### config.mk
export PLATFORM = sky130hd
export DESIGN_NAME = spi_manager_sequencer_flat
export DESIGN_NICKNAME = d
export VERILOG_FILES = /design/src/rtl/spi_manager_sequencer_if.sv /design/src/rtl/spi_manager_sequencer.sv /design/src/flat_wrapper.sv
export SDC_FILE = /design/constraint.sdc
export NUM_CORES = 1
export LEC_CHECK = 0
export CORE_UTILIZATION = 45
export DETAILED_ROUTE_END_ITERATION = 8
export GPL_TIMING_DRIVEN = 0
export PLACE_DENSITY = 0.7
export SYNTH_ARGS = -nofsm -noshare
export SYNTH_HDL_FRONTEND = slang
export SYNTH_SLANG_ARGS = --single-unit
### constraint.sdc
create_clock -name clock -period 2.7 [get_ports clock]
set_input_delay 0.54 -clock clock [delete_from_list [all_inputs] [get_ports clock]]
set_output_delay 0.54 -clock clock [all_outputs]
set_load 0.01 [all_outputs]
### src/rtl/spi_manager_sequencer_if.sv
// Byte-stream handshake, mode/timing configuration and SPI bus signals of the SPI manager sequencer.
// The master modport is the sequencer's side. The slave modport is the client/subordinate side.
interface spi_manager_sequencer_if;
    logic       tx_valid;
    logic [7:0] tx_data;
    logic       tx_last;
    logic       tx_ready;
    logic       rx_valid;
    logic [7:0] rx_data;
    logic       cfg_cpol;
    logic       cfg_cpha;
    logic [7:0] cfg_half_period;
    logic       busy;
    logic       sclk;
    logic       mosi;
    logic       cs;
    logic       miso;

    modport master (
        input  tx_valid, tx_data, tx_last, cfg_cpol, cfg_cpha, cfg_half_period, miso,
        output tx_ready, rx_valid, rx_data, busy, sclk, mosi, cs
    );

    modport slave (
        output tx_valid, tx_data, tx_last, cfg_cpol, cfg_cpha, cfg_half_period, miso,
        input  tx_ready, rx_valid, rx_data, busy, sclk, mosi, cs
    );
endinterface

### src/rtl/spi_manager_sequencer.sv
// SPI manager: one byte per handshake, all four SPI modes, programmable SCLK half-period,
// and CS held low across bytes until a byte flagged tx_last completes.
//
// state   | meaning
// IDLE    | cs high, sclk follows live cpol, ready for a byte
// SETUP   | cs low, first mosi bit presented for one half-period
// SHIFT   | 16 sclk edges, drive/sample per cpha
// WAIT    | between bytes of a frame, cs stays low, ready for a byte
// HOLD    | cs still low for one half-period after the last byte
// RELEASE | cs high for CS_HOLD_HALF_PERIODS half-periods before IDLE
module spi_manager_sequencer #(
    parameter int unsigned CS_HOLD_HALF_PERIODS = 1
) (
    input  logic                           clock,
    input  logic                           reset_n,
    spi_manager_sequencer_if.master        bus
);

    typedef enum logic [2:0] {
        ST_IDLE,
        ST_SETUP,
        ST_SHIFT,
        ST_WAIT,
        ST_HOLD,
        ST_RELEASE
    } state_t;

    localparam logic [15:0] HOLD_LAST = 16'(CS_HOLD_HALF_PERIODS - 1);

    state_t      state_q;
    logic [7:0]  cnt_q;
    logic [4:0]  edge_q;
    logic [15:0] hold_q;
    logic [7:0]  tx_q;
    logic        last_q;
    logic        cpol_q;
    logic        cpha_q;
    logic [7:0]  half_q;
    logic [7:0]  rx_sr_q;
    logic [7:0]  rx_data_q;
    logic        rx_valid_q;
    logic        sclk_q;
    logic        mosi_q;
    logic        cs_q;
    logic        tx_ready_q;
    logic        busy_q;

    logic        accept;
    logic        cnt_tc;
    logic [4:0]  edge_d;
    logic [2:0]  bit_idx;
    logic        drive_now;
    logic        sample_now;
    logic [7:0]  rx_sr_d;

    assign accept  = bus.tx_valid && tx_ready_q;
    assign cnt_tc  = (cnt_q == half_q);
    assign edge_d  = edge_q + 5'd1;
    // Edge 2k (cpha=0) and edge 2k+1 (cpha=1) both present bit 7-k, so one index serves both modes.
    assign bit_idx = 3'd7 - edge_d[3:1];
    assign drive_now  = cpha_q ? edge_d[0] : (!edge_d[0] && (edge_d <= 5'd14));
    assign sample_now = cpha_q ? !edge_d[0] : edge_d[0];
    assign rx_sr_d    = sample_now ? {rx_sr_q[6:0], bus.miso} : rx_sr_q;

    always_ff @(posedge clock or negedge reset_n) begin
        if (!reset_n) begin
            state_q    <= ST_IDLE;
            cnt_q      <= '0;
            edge_q     <= '0;
            hold_q     <= '0;
            tx_q       <= '0;
            last_q     <= 1'b0;
            cpol_q     <= 1'b0;
            cpha_q     <= 1'b0;
            half_q     <= '0;
            rx_sr_q    <= '0;
            rx_data_q  <= '0;
            rx_valid_q <= 1'b0;
            sclk_q     <= 1'b0;
            mosi_q     <= 1'b0;
            cs_q       <= 1'b1;
            tx_ready_q <= 1'b1;
            busy_q     <= 1'b0;
        end else begin
            rx_valid_q <= 1'b0;
            case (state_q)
                ST_IDLE, ST_WAIT: begin
                    sclk_q <= (state_q == ST_IDLE) ? bus.cfg_cpol : cpol_q;
                    if (accept) begin
                        tx_q       <= bus.tx_data;
                        last_q     <= bus.tx_last;
                        cpol_q     <= bus.cfg_cpol;
                        cpha_q     <= bus.cfg_cpha;
                        half_q     <= bus.cfg_half_period;
                        sclk_q     <= bus.cfg_cpol;
                        mosi_q     <= bus.tx_data[7];
                        cs_q       <= 1'b0;
                        cnt_q      <= '0;
                        edge_q     <= '0;
                        rx_sr_q    <= '0;
                        tx_ready_q <= 1'b0;
                        busy_q     <= 1'b1;
                        state_q    <= ST_SETUP;
                    end
                end
                ST_SETUP: begin
                    if (cnt_tc) begin
                        cnt_q   <= '0;
                        state_q <= ST_SHIFT;
                    end else begin
                        cnt_q <= cnt_q + 8'd1;
                    end
                end
                ST_SHIFT: begin
                    if (cnt_tc) begin
                        cnt_q   <= '0;
                        sclk_q  <= ~sclk_q;
                        edge_q  <= edge_d;
                        rx_sr_q <= rx_sr_d;
                        if (drive_now) begin
                            mosi_q <= tx_q[bit_idx];
                        end
                        if (edge_d == 5'd16) begin
                            edge_q     <= '0;
                            rx_valid_q <= 1'b1;
                            rx_data_q  <= rx_sr_d;
                            if (last_q) begin
                                state_q <= ST_HOLD;
                            end else begin
                                tx_ready_q <= 1'b1;
                                state_q    <= ST_WAIT;
                            end
                        end
                    end else begin
                        cnt_q <= cnt_q + 8'd1;
                    end
                end
                ST_HOLD: begin
                    if (cnt_tc) begin
                        cnt_q   <= '0;
                        hold_q  <= '0;
                        cs_q    <= 1'b1;
                        state_q <= ST_RELEASE;
                    end else begin
                        cnt_q <= cnt_q + 8'd1;
                    end
                end
                ST_RELEASE: begin
                    // A zero hold count still guarantees one clock of cs high.
                    if ((CS_HOLD_HALF_PERIODS == 0) || (cnt_tc && (hold_q == HOLD_LAST))) begin
                        cnt_q      <= '0;
                        hold_q     <= '0;
                        tx_ready_q <= 1'b1;
                        busy_q     <= 1'b0;
                        state_q    <= ST_IDLE;
                    end else if (cnt_tc) begin
                        cnt_q  <= '0;
                        hold_q <= hold_q + 16'd1;
                    end else begin
                        cnt_q <= cnt_q + 8'd1;
                    end
                end
                default: begin
                    state_q    <= ST_IDLE;
                    cs_q       <= 1'b1;
                    tx_ready_q <= 1'b1;
                    busy_q     <= 1'b0;
                end
            endcase
        end
    end

    assign bus.tx_ready = tx_ready_q;
    assign bus.rx_valid = rx_valid_q;
    assign bus.rx_data  = rx_data_q;
    assign bus.busy     = busy_q;
    assign bus.sclk     = sclk_q;
    assign bus.mosi     = mosi_q;
    assign bus.cs       = cs_q;

endmodule

### src/flat_wrapper.sv
// flat-port wrapper written by rule: the top's interface ports become plain ports
module spi_manager_sequencer_flat 
#(
    parameter int unsigned CS_HOLD_HALF_PERIODS = 1
)
  (clock, reset_n, bus_tx_valid, bus_tx_data, bus_tx_last, bus_cfg_cpol, bus_cfg_cpha, bus_cfg_half_period, bus_miso, bus_tx_ready, bus_rx_valid, bus_rx_data, bus_busy, bus_sclk, bus_mosi, bus_cs);
  spi_manager_sequencer_if bus_i ();
  input  logic clock;
  input  logic reset_n;
  input wire logic [$bits(bus_i.tx_valid)-1:0] bus_tx_valid;
  input wire logic [$bits(bus_i.tx_data)-1:0] bus_tx_data;
  input wire logic [$bits(bus_i.tx_last)-1:0] bus_tx_last;
  input wire logic [$bits(bus_i.cfg_cpol)-1:0] bus_cfg_cpol;
  input wire logic [$bits(bus_i.cfg_cpha)-1:0] bus_cfg_cpha;
  input wire logic [$bits(bus_i.cfg_half_period)-1:0] bus_cfg_half_period;
  input wire logic [$bits(bus_i.miso)-1:0] bus_miso;
  output wire logic [$bits(bus_i.tx_ready)-1:0] bus_tx_ready;
  output wire logic [$bits(bus_i.rx_valid)-1:0] bus_rx_valid;
  output wire logic [$bits(bus_i.rx_data)-1:0] bus_rx_data;
  output wire logic [$bits(bus_i.busy)-1:0] bus_busy;
  output wire logic [$bits(bus_i.sclk)-1:0] bus_sclk;
  output wire logic [$bits(bus_i.mosi)-1:0] bus_mosi;
  output wire logic [$bits(bus_i.cs)-1:0] bus_cs;
  assign bus_i.tx_valid = bus_tx_valid;
  assign bus_i.tx_data = bus_tx_data;
  assign bus_i.tx_last = bus_tx_last;
  assign bus_i.cfg_cpol = bus_cfg_cpol;
  assign bus_i.cfg_cpha = bus_cfg_cpha;
  assign bus_i.cfg_half_period = bus_cfg_half_period;
  assign bus_i.miso = bus_miso;
  assign bus_tx_ready = bus_i.tx_ready;
  assign bus_rx_valid = bus_i.rx_valid;
  assign bus_rx_data = bus_i.rx_data;
  assign bus_busy = bus_i.busy;
  assign bus_sclk = bus_i.sclk;
  assign bus_mosi = bus_i.mosi;
  assign bus_cs = bus_i.cs;
  spi_manager_sequencer #(.CS_HOLD_HALF_PERIODS(CS_HOLD_HALF_PERIODS)) u_core (.clock(clock), .reset_n(reset_n), .bus(bus_i));
endmodule
[Word level (Yosys, flattened, before mapping)]
Index checks and enable logic that the tools add are counted.
Word-level totals
  flip-flop bits (word level): 73
  input port bits: 23
  output and inout bits: 14
  word-level logic and storage cells: 116
Cells by class
  $add $sub $neg: 4
  order comparisons: 2
  eq/ne operators: 16
  mux-type cells: 49
  bitwise operators: 4
  reductions and logical operators: 24
Operator list (number)
  $mux W16: 3
  $mux W8: 5
  $pmux W16 S2: 1
  $pmux W8 S3: 1
  $mux W3: 7
  $mux W1: 20
  $add A16 B1 Y16 const B: 1
  $logic_not A16 Y1: 1
  $pmux W8 S2: 1
  $mux W5: 3
  $pmux W3 S5: 1
  $reduce_and A3 Y1: 5
  $ne A2 B1 Y1 const B: 7
  $reduce_and A6 Y1: 2
  $pmux W5 S2: 1
  $add A8 B1 Y8 const B: 1
  $eq A8 B8 Y1: 1
  $eq A3 B2 Y1 const B: 2
  $eq A3 B3 Y1 const B: 2
  $pmux W1 S3: 2
  $reduce_and A2 Y1: 3
  $reduce_or A3 Y1: 2
  $add A5 B1 Y5 const B: 1
  $eq A5 B5 Y1 const B: 1
  other kinds (17): 25

[Logic depth before layout (Yosys ltp)]
  word-level depth: 7
  mapped depth: 8
  gate-level depth less buffers: 7

[Least setup slack after synthesis]
OpenSTA, ideal clock, no wires.
  path kind: flip-flop to flip-flop
  start point: register u_core.edge_q[1]
  end point: register u_core.mosi_q, in the netlist u_core.bus.mosi
  setup time: 128 ps
  arrival: 1778 ps
  required time: 2572 ps
  slack: 794 ps
  cell stages (with the launch flop): 7
  buffers on the path: 0
  clock period less this slack: 1906 ps
  cell sequence: dfrtp_1 > inv_1 > ha_1 > mux4_2 > a21oi_1 > a21oi_1 > mux2_1
Between the ends
  longest elaborated chain between the ends: 7
  elaborated cells between the ends (all ways): 12
  those cells by class: 2 x add/sub; 1 x order compare; 1 x eq/ne; 6 x mux; 2 x reduce/logical
RTL lines
  start, declared: RTL line spi_manager_sequencer.sv:32  | logic [4:0] edge_q;
  start signal, assigned: RTL line spi_manager_sequencer.sv:118  | edge_q <= edge_d;
  $add A5 B1 Y5 *: RTL line spi_manager_sequencer.sv:58  | assign edge_d = edge_q + 5'd1;
  $sub A3 B3 Y3: RTL line spi_manager_sequencer.sv:60  | assign bit_idx = 3'd7 - edge_d[3:1];
  $bmux W1 S3: RTL line spi_manager_sequencer.sv:121  | mosi_q <= tx_q[bit_idx];
  $mux W1 (implied by the code): RTL line spi_manager_sequencer.sv:121
  $mux W1: RTL line spi_manager_sequencer.sv:120  | if (drive_now) begin
  $mux W1: RTL line spi_manager_sequencer.sv:115  | if (cnt_tc) begin
  $pmux W1 S2: RTL line spi_manager_sequencer.sv:86  | case (state_q)
  end signal, assigned: RTL line spi_manager_sequencer.sv:96  | mosi_q <= bus.tx_data[7];
  end signal, assigned: RTL line spi_manager_sequencer.sv:121
  end, declared: RTL line spi_manager_sequencer.sv:43  | logic mosi_q;
Mark *: on every way between the ends. The rest lies on a longest branch, timed or not. The select of a mux whose other input is x is not followed.
A chain may end at the register's enable or synchronous reset.

[Worst setup path in the final report]
  start point: register u_core.cnt_q[4]
  end point: register u_core.mosi_q, in the netlist u_core.bus.mosi
Between the ends
  longest elaborated chain between the ends: 3
RTL lines
  start, declared: RTL line spi_manager_sequencer.sv:31  | logic [7:0] cnt_q;
  start signal, assigned: RTL line spi_manager_sequencer.sv:111  | cnt_q <= cnt_q + 8'd1;
  start signal, assigned: RTL line spi_manager_sequencer.sv:135  | cnt_q <= cnt_q + 8'd1;
  start signal, assigned: RTL line spi_manager_sequencer.sv:145  | cnt_q <= cnt_q + 8'd1;
  $eq A8 B8 Y1: RTL line spi_manager_sequencer.sv:57  | assign cnt_tc = (cnt_q == half_q);
  $ne A2 B1 Y1 (no line)
  $reduce_and A4 Y1 (no line)
No other way between the ends.

==> flow_summary_export.csv <==
group,metric,value,unit
placement,detailedPlace.worstSlack,118,ps
power,p_leak,1.99,nW
floorplan,coreArea,8340,µm²
synthesis,netlist.area_leader.share,0.450,
detailed_routing,first_pass_iters,5,
finish,area_growth,18.4,%
floorplan,initial_core_util,0.473,
synthesis,post_synth.cell_area_avg,9.90,µm²
finish,final_cells,557,
finish,fin_nets,475,
floorplan,chipWidth,95.7,µm
global_route,grt_pass1_vias,3145,
detailed_routing,drc,0,
timing,post-route-period-util,0.833,
finish,fillCellCount,750,
finish,utilization,0.561,
status,status,"completed",
synthesis,syn_area,3950,µm²
critical_path,endpoint_kind,"register",
global_route,grt_pass1_wl,14800,µm
detailed_routing,drt-initial-drc-count,182,
timing,timing.slew.headroom,0.627,
timing,slew_violations,0,
placement,dp.cells,541,
clocking,cts_max_level,3,
critical_path,r2r-start,"u_core.cnt_q[4]",
clocking,cts_buffers,9,
timing,grt_setup_unrepaired,"no",
power,ir_drop,0.450,mV
clocking,cts_max_path_buffers,2,
critical_path,r2r_setup_slack,450,ps
finish,multi_input_area,2010,µm²
synthesis,synthFlopType,"dfrtp_1",
synthesis,syn-num-nets,427,
placement,place_hpwl,6060,µm
global_route,track_usage,0.211,
placement,place_congestion,0.875,
global_route,grt_start_max_net_pins,38,
floorplan,die_h,95.7,µm
synthesis,yosysWarnings,0,
synthesis,ys_ff_latch,73,
clocking,insertion_delay,350,ps
power,powerDensity,817,nW/µm²
detailed_routing,wl_per_cell,15.3,µm
finish,drive_gt1_frac,0.131,
synthesis,synth-edff-count,0,
finish,seq_area,1830,µm²
critical_path,arrival,2480,ps
clocking,clock-sinks,73,
synthesis,synth_async_sr_flop_share,1.00,
floorplan,std_cell_rows,33,
detailed_routing,drtAntennaViolNets,0,
hold_path,hold_path.class,"input pin to async pin",
global_route,antenna_found_initial,0,
synthesis,syn-instance-count,399,
clocking,post_cts_resize_count,0,
detailed_routing,wirelength,8510,µm
timing,skew,9.97,ps
synthesis,synth.area.top_cells,"dfrtp_1, nand2_1, mux2_2",
critical_path,required,2930,ps
clocking,tritoncts,"built",
floorplan,num_io_pins,37,
clocking,postCtsSetupBuffers,0,
job,drv_cap,0,
detailed_routing,via_per_inst,5.78,
timing,setup_ws,450,ps
floorplan,dieArea,9150,µm²
timing,fin_crit,2250,ps
clocking,cts_hold_buf,0,
global_route,grt.overflow.total,0,
clocking,root_buffer,"clkbuf_8",
timing,worst_pin_slew,559,ps
timing,setup_tns,0,ps
critical_path,critPathLaunchType,"register",
synthesis,ys_types,64,
clocking,clk_pin_slew,80,ps
synthesis,ys_seq_area_frac,0.463,
timing,setup_viol,0,
timing,finalHoldViolCount,0,
critical_path,r2r_cells,5,
critical_path,crit_fanout,8,
synthesis,yosysTopAreaCell,"dfrtp_1",
detailed_routing,vias,3217,
timing,max_freq,0.444,GHz
placement,port_buffers,36,
critical_path,critPathKind,"register to register",
finish,diodes,0,
critical_path,r2r_end,"u_core.bus.mosi",
==> cells in the mapped netlist, types with 2 or more instances <==
cell      number
a31oi_1        8
o21bai_1       2
xnor2_2        3
nand4_1       10
a21oi_2        2
mux2_1         9
o31ai_1        4
dfrtp_1       71
nand2b_1       3
o22ai_1        2
nand4b_1       4
xor2_1         6
and4_4         3
nand3_2        2
or3_1          6
buf_2          5
a21oi_1       18
mux2_2        10
nand3_1       15
ha_1           5
nand2_1       78
dfstp_2        2
and4_1         6
xnor2_1       12
nor2b_1        2
nor4_1         7
o21ai_0       14
clkbuf_1      11
mux4_2         2
nand3b_1       2
inv_1          8
or4_1          3
a22o_1         9
nor3_1         3
a41oi_1        4
nor2_1        17
mux2i_1        4
==> how the worst max path moves through the flow <==
stage | from | endpoint | cells after the start
global route | u_core.cnt_q[4] | u_core.bus.rx_data[7] | 5
floorplan | u_core.edge_q[1] | u_core.bus.mosi | 6
CTS | bus_tx_valid | u_core.bus.mosi | 7
global placement | reset_n | u_core.tx_q[3] | 1
detailed placement | bus_tx_valid | u_core.bus.mosi | 7
finish | u_core.cnt_q[4] | u_core.bus.mosi | 5
==> per-stage QoR <==
stage | hold WS (ps) | total power [mW] | cell area (µm²)
after CTS | 162 | 3.84 | 4680
final | 147 | 3.82 | 4680
after global placement | 453 | 2.84 | 4440
after global routing | 182 | 4.08 | 4680
after floorplan | 244 | 2.47 | 3950
after detailed placement | 463 | 2.88 | 4460
==> cell usage in the layout, fill, tap and decap left out, types with 8 or more instances in the layout <==
cell type / n
mux2_1: 9
nand2_1: 78
mux2_2: 10
clkbuf_8: 9
nand3_1: 15
nor2_1: 17
o21ai_0: 14
xnor2_1: 12
a22o_1: 9
a31oi_1: 8
dfrtp_1: 71
nand4_1: 10
clkdlybuf4s50_1: 35
clkbuf_1: 11
a21oi_1: 18
inv_1: 8
==> state kept, by name, summed over array words and instances (netlist names) <==
name,flops
u_core.hold_q,16
u_core.last_q,1
u_core.bus.mosi,1
u_core.cpol_q,1
u_core.cnt_q,8
u_core.bus.cs,1
u_core.bus.sclk,1
u_core.bus.rx_valid,1
u_core.cpha_q,1
u_core.tx_q,8
u_core.bus.rx_data,8
u_core.state_q,3
u_core.bus.busy,1
u_core.half_q,8
u_core.bus.tx_ready,1
u_core.rx_sr_q,8
u_core.edge_q,5
==> worst max-delay path, stage by stage, from the launching register on <==
cell and delay (ps):
dfrtp_1 450, xnor2_1 240, nand4_1 460, nor3_4 470, o22ai_1 180, mux2_1 340
==> cells by family after synthesis <==
| kind of cell | after synthesis | share of synthesized area |
|---|---|---|
| muxes | 25 | 0.0757 |
| buffers and inverters | 26 | 0.0282 |
| and+or+nand+nor | 173 | 0.236 |
| xor gates and xnor gates | 21 | 0.0523 |
| DFF | 73 | 0.463 |
| adders and majority gates | 5 | 0.0158 |
| AOI/OAI and AO/OA | 76 | 0.129 |
==> cell type report <==
class	count	area share
multi-input combinational	300	0.429
clock inverter	7	0.0201
clock buffer	9	0.0265
tap	105	0.0281
inverter	8	0.00642
timing repair buffer	37	0.0808
sequential	73	0.391
buffer	18	0.0174
==> per-layer routing <==
| layer | global-route usage | share of wire |
|---|---|---|
| met1 | 0.279 | 0.45 |
| met4 | 0.0821 | 0.011 |
| met5 | 0 | 0 |
| met2 | 0.343 | 0.50 |
| met3 | 0.0375 | 0.038 |
==> report_power, final <==
part / internal [mW] / switching, mW / total (mW)
sequential: 1.32 / 0.202 / 1.53
combinational: 0.574 / 0.773 / 1.35
clock: 0.520 / 0.427 / 0.947
total: 2.42 / 1.40 / 3.82
No activity file was read; power rests on OpenSTA's default activity.
